File: src/rtl/an_scan_controller.sv
// rtl/an_scan_controller.sv - multiplexed seven-segment scanner with per-slot blanking gap
module an_scan_controller #(
  parameter int NUM_DIGITS   = 4,
  parameter int CLK_DIV      = 100000,
  parameter int BLANK_CYCLES = 1000,
  parameter bit ACTIVE_LOW   = 1'b1
) (
  input  logic                                                  clk,
  input  logic                                                  reset_n,
  input  logic                                                  enable,
  input  logic [4*NUM_DIGITS-1:0]                               digits,
  input  logic [NUM_DIGITS-1:0]                                 dp_in,
  input  logic [NUM_DIGITS-1:0]                                 digit_en,
  output logic [NUM_DIGITS-1:0]                                 an,
  output logic [6:0]                                            seg,
  output logic                                                  dp,
  output logic [((NUM_DIGITS > 1) ? $clog2(NUM_DIGITS) : 1)-1:0] digit_idx,
  output logic                                                  scan_tick
);

  localparam int IW = (NUM_DIGITS > 1) ? $clog2(NUM_DIGITS) : 1;
  localparam int CW = $clog2(CLK_DIV);
  localparam logic [CW-1:0] CNT_LAST  = CW'(CLK_DIV - 1);
  localparam logic [CW-1:0] CNT_BLANK = CW'(BLANK_CYCLES);
  localparam logic [IW-1:0] IDX_LAST  = IW'(NUM_DIGITS - 1);

  logic [CW-1:0]         cnt;
  logic [IW-1:0]         idx;
  logic [3:0]            lat_nib, live_nib, cur_nib;
  logic                  lat_dp, live_dp, cur_dp;
  logic                  lat_en, live_en, cur_en;
  logic [NUM_DIGITS-1:0] an_on;
  logic [6:0]            seg_on;

  function automatic logic [6:0] hex7(input logic [3:0] v);
    case (v)
      4'h0: hex7 = 7'h3F;  4'h1: hex7 = 7'h06;  4'h2: hex7 = 7'h5B;  4'h3: hex7 = 7'h4F;
      4'h4: hex7 = 7'h66;  4'h5: hex7 = 7'h6D;  4'h6: hex7 = 7'h7D;  4'h7: hex7 = 7'h07;
      4'h8: hex7 = 7'h7F;  4'h9: hex7 = 7'h6F;  4'hA: hex7 = 7'h77;  4'hB: hex7 = 7'h7C;
      4'hC: hex7 = 7'h39;  4'hD: hex7 = 7'h5E;  4'hE: hex7 = 7'h79;
      default: hex7 = 7'h71;
    endcase
  endfunction

  always_comb begin
    live_nib = '0;
    live_dp  = 1'b0;
    live_en  = 1'b0;
    for (int k = 0; k < NUM_DIGITS; k++) begin
      if (idx == IW'(k)) begin
        live_nib = digits[4*k +: 4];
        live_dp  = dp_in[k];
        live_en  = digit_en[k];
      end
    end
  end

  // At cnt==0 the snapshot is being taken this cycle, so use the live value directly.
  assign cur_nib = (cnt == '0) ? live_nib : lat_nib;
  assign cur_dp  = (cnt == '0) ? live_dp  : lat_dp;
  assign cur_en  = (cnt == '0) ? live_en  : lat_en;
  assign seg_on  = hex7(cur_nib);

  always_comb begin
    an_on = '0;
    for (int k = 0; k < NUM_DIGITS; k++) begin
      an_on[k] = enable && cur_en && (cnt >= CNT_BLANK) && (idx == IW'(k));
    end
  end

  assign scan_tick = (cnt == CNT_LAST);

  always_ff @(posedge clk or negedge reset_n) begin
    if (!reset_n) begin
      cnt     <= '0;
      idx     <= '0;
      lat_nib <= '0;
      lat_dp  <= 1'b0;
      lat_en  <= 1'b0;
    end else begin
      if (cnt == CNT_LAST) begin
        cnt <= '0;
        idx <= (idx == IDX_LAST) ? '0 : idx + IW'(1);
      end else begin
        cnt <= cnt + CW'(1);
      end
      if (cnt == '0) begin
        lat_nib <= live_nib;
        lat_dp  <= live_dp;
        lat_en  <= live_en;
      end
    end
  end

  always_ff @(posedge clk or negedge reset_n) begin
    if (!reset_n) begin
      an        <= {NUM_DIGITS{ACTIVE_LOW}};
      seg       <= {7{ACTIVE_LOW}};
      dp        <= ACTIVE_LOW;
      digit_idx <= '0;
    end else begin
      an        <= {NUM_DIGITS{ACTIVE_LOW}} ^ an_on;
      seg       <= {7{ACTIVE_LOW}} ^ seg_on;
      dp        <= ACTIVE_LOW ^ cur_dp;
      digit_idx <= idx;
    end
  end

endmodule

File: config.mk
export PLATFORM = sky130hd
export DESIGN_NAME = an_scan_controller
export DESIGN_NICKNAME = d
export VERILOG_FILES = /design/src/rtl/an_scan_controller.sv
export SDC_FILE = /design/constraint.sdc
export NUM_CORES = 1
export LEC_CHECK = 0
export BUFFER_PORTS_ARGS = -buffer_cell sky130_fd_sc_hd__clkbuf_2
export CORE_MARGIN = 2
export CORE_UTILIZATION = 30
export CTS_CLUSTER_DIAMETER = 40
export DETAILED_ROUTE_END_ITERATION = 6
export PLACE_DENSITY = 0.47
export SETUP_SLACK_MARGIN = 0.4
export SYNTH_ARGS = -nofsm -noshare
export SYNTH_HDL_FRONTEND = slang
export SYNTH_SLANG_ARGS = --single-unit
File: constraint.sdc
create_clock -name clk -period 4.2 [get_ports clk]
set_clock_uncertainty 0.2 [all_clocks]
set_input_delay 0.84 -clock clk [delete_from_list [all_inputs] [get_ports clk]]
set_output_delay 0.84 -clock clk [all_outputs]
set_load 0.05 [all_outputs]
* Word level (Yosys, flattened, before mapping)
Memory sizes are Yosys's and may differ from the RTL's. Cells that the tools add are included. W data, S select, Z words.
Word-level totals: register bits 39, output and inout bits 15, logic and storage cells 45, ROM bits 112, memories 1, bits of input ports 27
Memory list:
- (name not given) | words 16, width 7, read ports 1, clocked after Yosys merged registers in 0, wr ports 0, RTL line 36 | case (v)
Cells by class: reduce and logical (&&, ||, !) cells 8, equality and inequality tests 4, $lt $le $gt $ge 1, add/subtract/negate cells 2, multiplexer cells 17, bitwise gates (word level) 3
Operator list (count):
- $mux W4 | 5
- $add A17 B1 Y17 const B | 1
- $eq A17 B17 Y1 const B | 1
- $ge A17 B10 Y1 const B | 1
- $logic_not A17 Y1 | 1
- $mux W17 | 1
- $mux W1 | 10
- $not A7 Y7 | 1
- $logic_and A1 B1 Y1 | 6
- $eq A2 B2 Y1 const B | 2
- $not A4 Y4 | 1
- $add A2 B1 Y2 const B | 1
- $eq A2 B1 Y1 const B | 1
- $logic_not A2 Y1 | 1
- $mux W2 | 1
- $not A1 Y1 | 1

* Depth between registers and ports, before layout
depth in word-level cells 10, gate-level depth with buffers 11, gate-level depth less buffers 10

* Worst setup path after synthesis
Ideal clock, no wire load.
path type reg-to-output, start point register cnt[11], end point output port scan_tick, arrival 1.922 ns, buffers on the path 1, required time 3.160 ns, stages on the path, launching flop included 5, slack 1.238 ns, cell sequence dfrtp_1 -> or4_4 -> nor2_1 -> and4_1 -> buf_1
Between the ends: cells in the longest elaborated chain, start to end 1
Ends and longest elaborated chain:
- from (decl) | RTL line 27 | logic [CW-1:0] cnt;
- from (signal assigned) | RTL line 85 | cnt <= cnt + CW'(1);
- $eq A17 B17 Y1 | RTL line 71 | assign scan_tick = (cnt == CNT_LAST);
- to (decl) | RTL line 18 | output logic scan_tick
Every way passes these cells.

* Worst setup path in the final report
start point register cnt[11], end point register seg[5]
Between the ends: cells in the longest elaborated chain, start to end 4
Ends and longest elaborated chain:
- $logic_not A17 Y1 | RTL line 59 | assign cur_nib = (cnt == '0) ? live_nib : lat_nib;
- $mux W4 | RTL line 59
- named net cur_nib[0] | RTL line 29 | logic [3:0] lat_nib, live_nib, cur_nib;
- $mem_v2 Z16 W7
- $not A7 Y7 (no line)
- to (signal assigned) | RTL line 98 | seg <= {7{ACTIVE_LOW}};
- to (signal assigned) | RTL line 103 | seg <= {7{ACTIVE_LOW}} ^ seg_on;
- to (decl) | RTL line 15 | output logic [6:0] seg,
The timed path passes the listed nets, and every way through them passes these cells. A chain may end at the register's enable or synchronous reset.

==> impl_metrics.toml <==
[timing]
relative_slew_slack = 0.354
setup_repair_after_global_routing_missed_its_margin = "no"
drv_slew = 0
maxClockFrequency_mhz = 304
timing.hold.ws_ns = 0.207
tightestPinTransition_ns = 0.969
final.min_clock_period_ns = 3.29
finalCritPeriodShare = 0.784
final-hold-violation-count = 0
totalNegativeSetupSlack_ns = 0
final-setup-viol-count = 0

[clocking]
ctsHtreeMaxLevel = 2
worst_skew_pair.late_latency_ns = 0.29
cts.repair_timing.setup_buffer_count = 0
clock_sink_count = 39
clkSlewWorstSetupHoldPaths_ns = 0.08
ctsRootBufferMaster = "sky130_fd_sc_hd__clkbuf_8"
ctsLongestPathBuffers = 2
cts-resized-gates = 0
total_clock_buffers_created_by_cts = 5
post_cts_hold_buffer_count = 0
cts_tree = "yes"

[die]
core_area_um2 = 6760
dieWidth_um = 87.4
die_height_um = 87.4
die_area_um2 = 7640
core.rowCount = 30
start_util = 0.309
ios = 42

[min_path]
hold_path_class = "reg2reg"
hold_path_startpoint = "lat_dp"

[grt]
first_global_vias = 1581
antenna_found_initial = 0
grt_overflow = 0
grt_start_max_net_pins = 40
grt_first_pass_wirelength_um = 7590
gr-usage-all-layers = 0.129

[power]
p_sw_mw = 0.194
peakVddDrop_mv = 0.0814
clock_power_share = 0.373
pwr-share-seq = 0.517
power_density_nw_per_um2 = 307
comb_power_share = 0.110
switching_share = 0.255
power_leakage_nw = 1.13
power.internal_mw = 0.567

[logic_synthesis]
postSynthRegisterBits = 39
synth_nets = 239
synth_warnings = 0
yosysSeqAreaShare = 0.475
synth_cells = 200
synth.lib_cells_used.distinct = 44
synthesized_area_per_cell_um2 = 10.4
syn-cell-area_um2 = 2090

[place]
gp_routability_congestion = 0.770
post-place-cells = 317
count_of_buffers_from_port_buffering = 41
detailedPlacementHpwl_um = 3450

[worst_setup_path]
arrival_ns = 3.32
timing_worst_setup_path_type = "reg2reg"
setup.worst_path.start_class = "register"
end_kind = "register"
crit_start = "cnt[11]"
timing.critical_path.required_ns = 4.23
worst-path-max-fanout = 9
rr_startpoint = "cnt[11]"

[final_layout]
antenna_cells = 0
drive_gt1_frac = 0.294
fin_cells = 325
area_delta_synth_final_pct = 18.7
number_of_filler_cells_placed_in_the_layout = 695
nNetsFinal = 283

[drt]
detail_route.iter0.violations = 37
drc = 0
firstDrtPassIters = 3
drt.antenna.violating_nets = 0
drt_wl_total_um = 4530
post_drt_wl_per_cell_um = 13.9
route.vias.total = 1569
vias_per_std_cell = 4.83

[run_status]
status = "finished, final reports clean"

[run]
maxCapViolations = 0
==> final timing paths <==
kind | to | depth (start not counted) | slack, ns
setup / recovery | seg[5] | 8 | 0.91
hold / removal | dp | 1 | 0.21
setup reg to reg | seg[5] | 8 | 0.91
hold reg to reg | dp | 1 | 0.21
max in group asynchronous | cnt[10] | 1 | 2.71
min in group asynchronous | lat_nib[3] | 1 | 0.49
==> cells in the final DEF (no fill, tap or decap), types with 3 or more instances in the layout <==
cell	n
sky130_fd_sc_hd__o21ai_0	9
sky130_fd_sc_hd__nand2_1	16
sky130_fd_sc_hd__mux2i_1	7
sky130_fd_sc_hd__dfstp_2	12
sky130_fd_sc_hd__a221oi_1	3
sky130_fd_sc_hd__nor2_1	17
sky130_fd_sc_hd__xor2_1	7
sky130_fd_sc_hd__o22ai_1	4
sky130_fd_sc_hd__clkbuf_2	41
sky130_fd_sc_hd__inv_1	11
sky130_fd_sc_hd__or3_1	3
sky130_fd_sc_hd__nor2b_1	4
sky130_fd_sc_hd__clkbuf_8	7
sky130_fd_sc_hd__nor3_1	6
sky130_fd_sc_hd__xnor2_1	5
sky130_fd_sc_hd__o2bb2ai_1	3
sky130_fd_sc_hd__ha_1	12
sky130_fd_sc_hd__dfrtp_1	27
sky130_fd_sc_hd__mux2_2	3
sky130_fd_sc_hd__a21oi_1	6
sky130_fd_sc_hd__nand4_1	9
sky130_fd_sc_hd__nand3_1	4
==> synth_stat cells, drive strengths merged <==
master | instances | area [um^2]
a211oi | 2 | 15.0
a21oi | 6 | 30.0
a221o | 1 | 10.0
a221oi | 3 | 26.3
a22oi | 2 | 15.0
a31oi | 2 | 12.5
a32o | 1 | 10.0
and2 | 1 | 6.26
and3 | 2 | 12.5
and4 | 2 | 17.5
buf | 2 | 15.0
clkbuf | 3 | 11.3
clkinv | 1 | 8.76
dfrtp | 27 | 676
dfstp | 12 | 315
ha | 12 | 150
inv | 11 | 41.3
mux2 | 3 | 33.8
mux2i | 8 | 92.6
nand2 | 16 | 60.1
nand2b | 3 | 26.3
nand3 | 4 | 20.0
nand3b | 1 | 7.51
nand4 | 9 | 56.3
nor2 | 17 | 63.8
nor2b | 4 | 25.0
nor3 | 6 | 30.0
nor4 | 1 | 21.3
nor4b | 1 | 8.76
o211ai | 1 | 7.51
o21ai | 10 | 50.0
o22a | 1 | 8.76
o22ai | 4 | 25.0
o2bb2ai | 3 | 26.3
or2 | 1 | 6.26
or3 | 3 | 18.8
or3b | 1 | 8.76
or4 | 1 | 11.3
xnor2 | 5 | 43.8
xor2 | 7 | 61.3
==> registers in the layout, summed over array words and instances, names as in the netlist <==
signal and count:
cnt 17, lat_dp 1, seg 7, an 4
idx 2, lat_nib 4, lat_en 1, dp 1
digit_idx 2
==> kinds of logic after synthesis <==
group                      share of synthesized area
and+or+nand+nor                                0.192
DFF                                            0.475
AOI/OAI and AO/OA                              0.113
buffers and inverters                         0.0366
xor gates and xnor gates                      0.0504
adders and majority gates                     0.0720
muxes                                         0.0606
==> worst max-delay path: stages, from the launching register on <==
cell and delay (ns):
sky130_fd_sc_hd__dfrtp_1 0.42, sky130_fd_sc_hd__or4_4 0.57, sky130_fd_sc_hd__nor4_4 0.18, sky130_fd_sc_hd__and4_1 0.56
sky130_fd_sc_hd__mux2i_1 0.49, sky130_fd_sc_hd__inv_1 0.15, sky130_fd_sc_hd__ha_1 0.27, sky130_fd_sc_hd__nand2b_4 0.15
sky130_fd_sc_hd__a32o_1 0.24
==> final cells by class <==
type                    instances  area, um^2  share of cell area
clock buffers                   7        96.3              0.0389
clock inverters                 1        7.51             0.00303
inverters                      12        50.0              0.0202
multi-input cells             144        1020               0.411
flip-flops and latches         39         991               0.400
well taps                      80         100              0.0404
repair buffers                 42         213              0.0859
==> power by group through the flow <==
stage	clock, mW	combinational, mW	sequential, mW
2_1_floorplan	0	0.0287	0.424
3_5_place_dp	0	0.0850	0.400
4_1_cts	0.299	0.0852	0.393
6_report	0.284	0.0837	0.393
3_3_place_gp	0	0.0856	0.400
5_1_grt	0.314	0.0923	0.394
==> metal layers <==
layer  vias up  wire (um)  track usage
li1        796          -            -
met1       731       2220        0.168
met2        35       2030        0.205
met3         7        189       0.0313
met4         0         85       0.0545
met5         -          0            0
==> per-stage QoR <==
stage          worst slack, ns  instance area [um^2]  total power, mW  utilization
6_report                 0.909                  2480            0.761        0.366
3_5_place_dp             0.891                  2370            0.485        0.351
5_1_grt                  0.734                  2480            0.801        0.366
4_1_cts                  0.900                  2480            0.777        0.366
3_3_place_gp             0.988                  2370            0.486        0.351
2_1_floorplan             1.24                  2090            0.453            -
(Power assumes the default switching activity.)
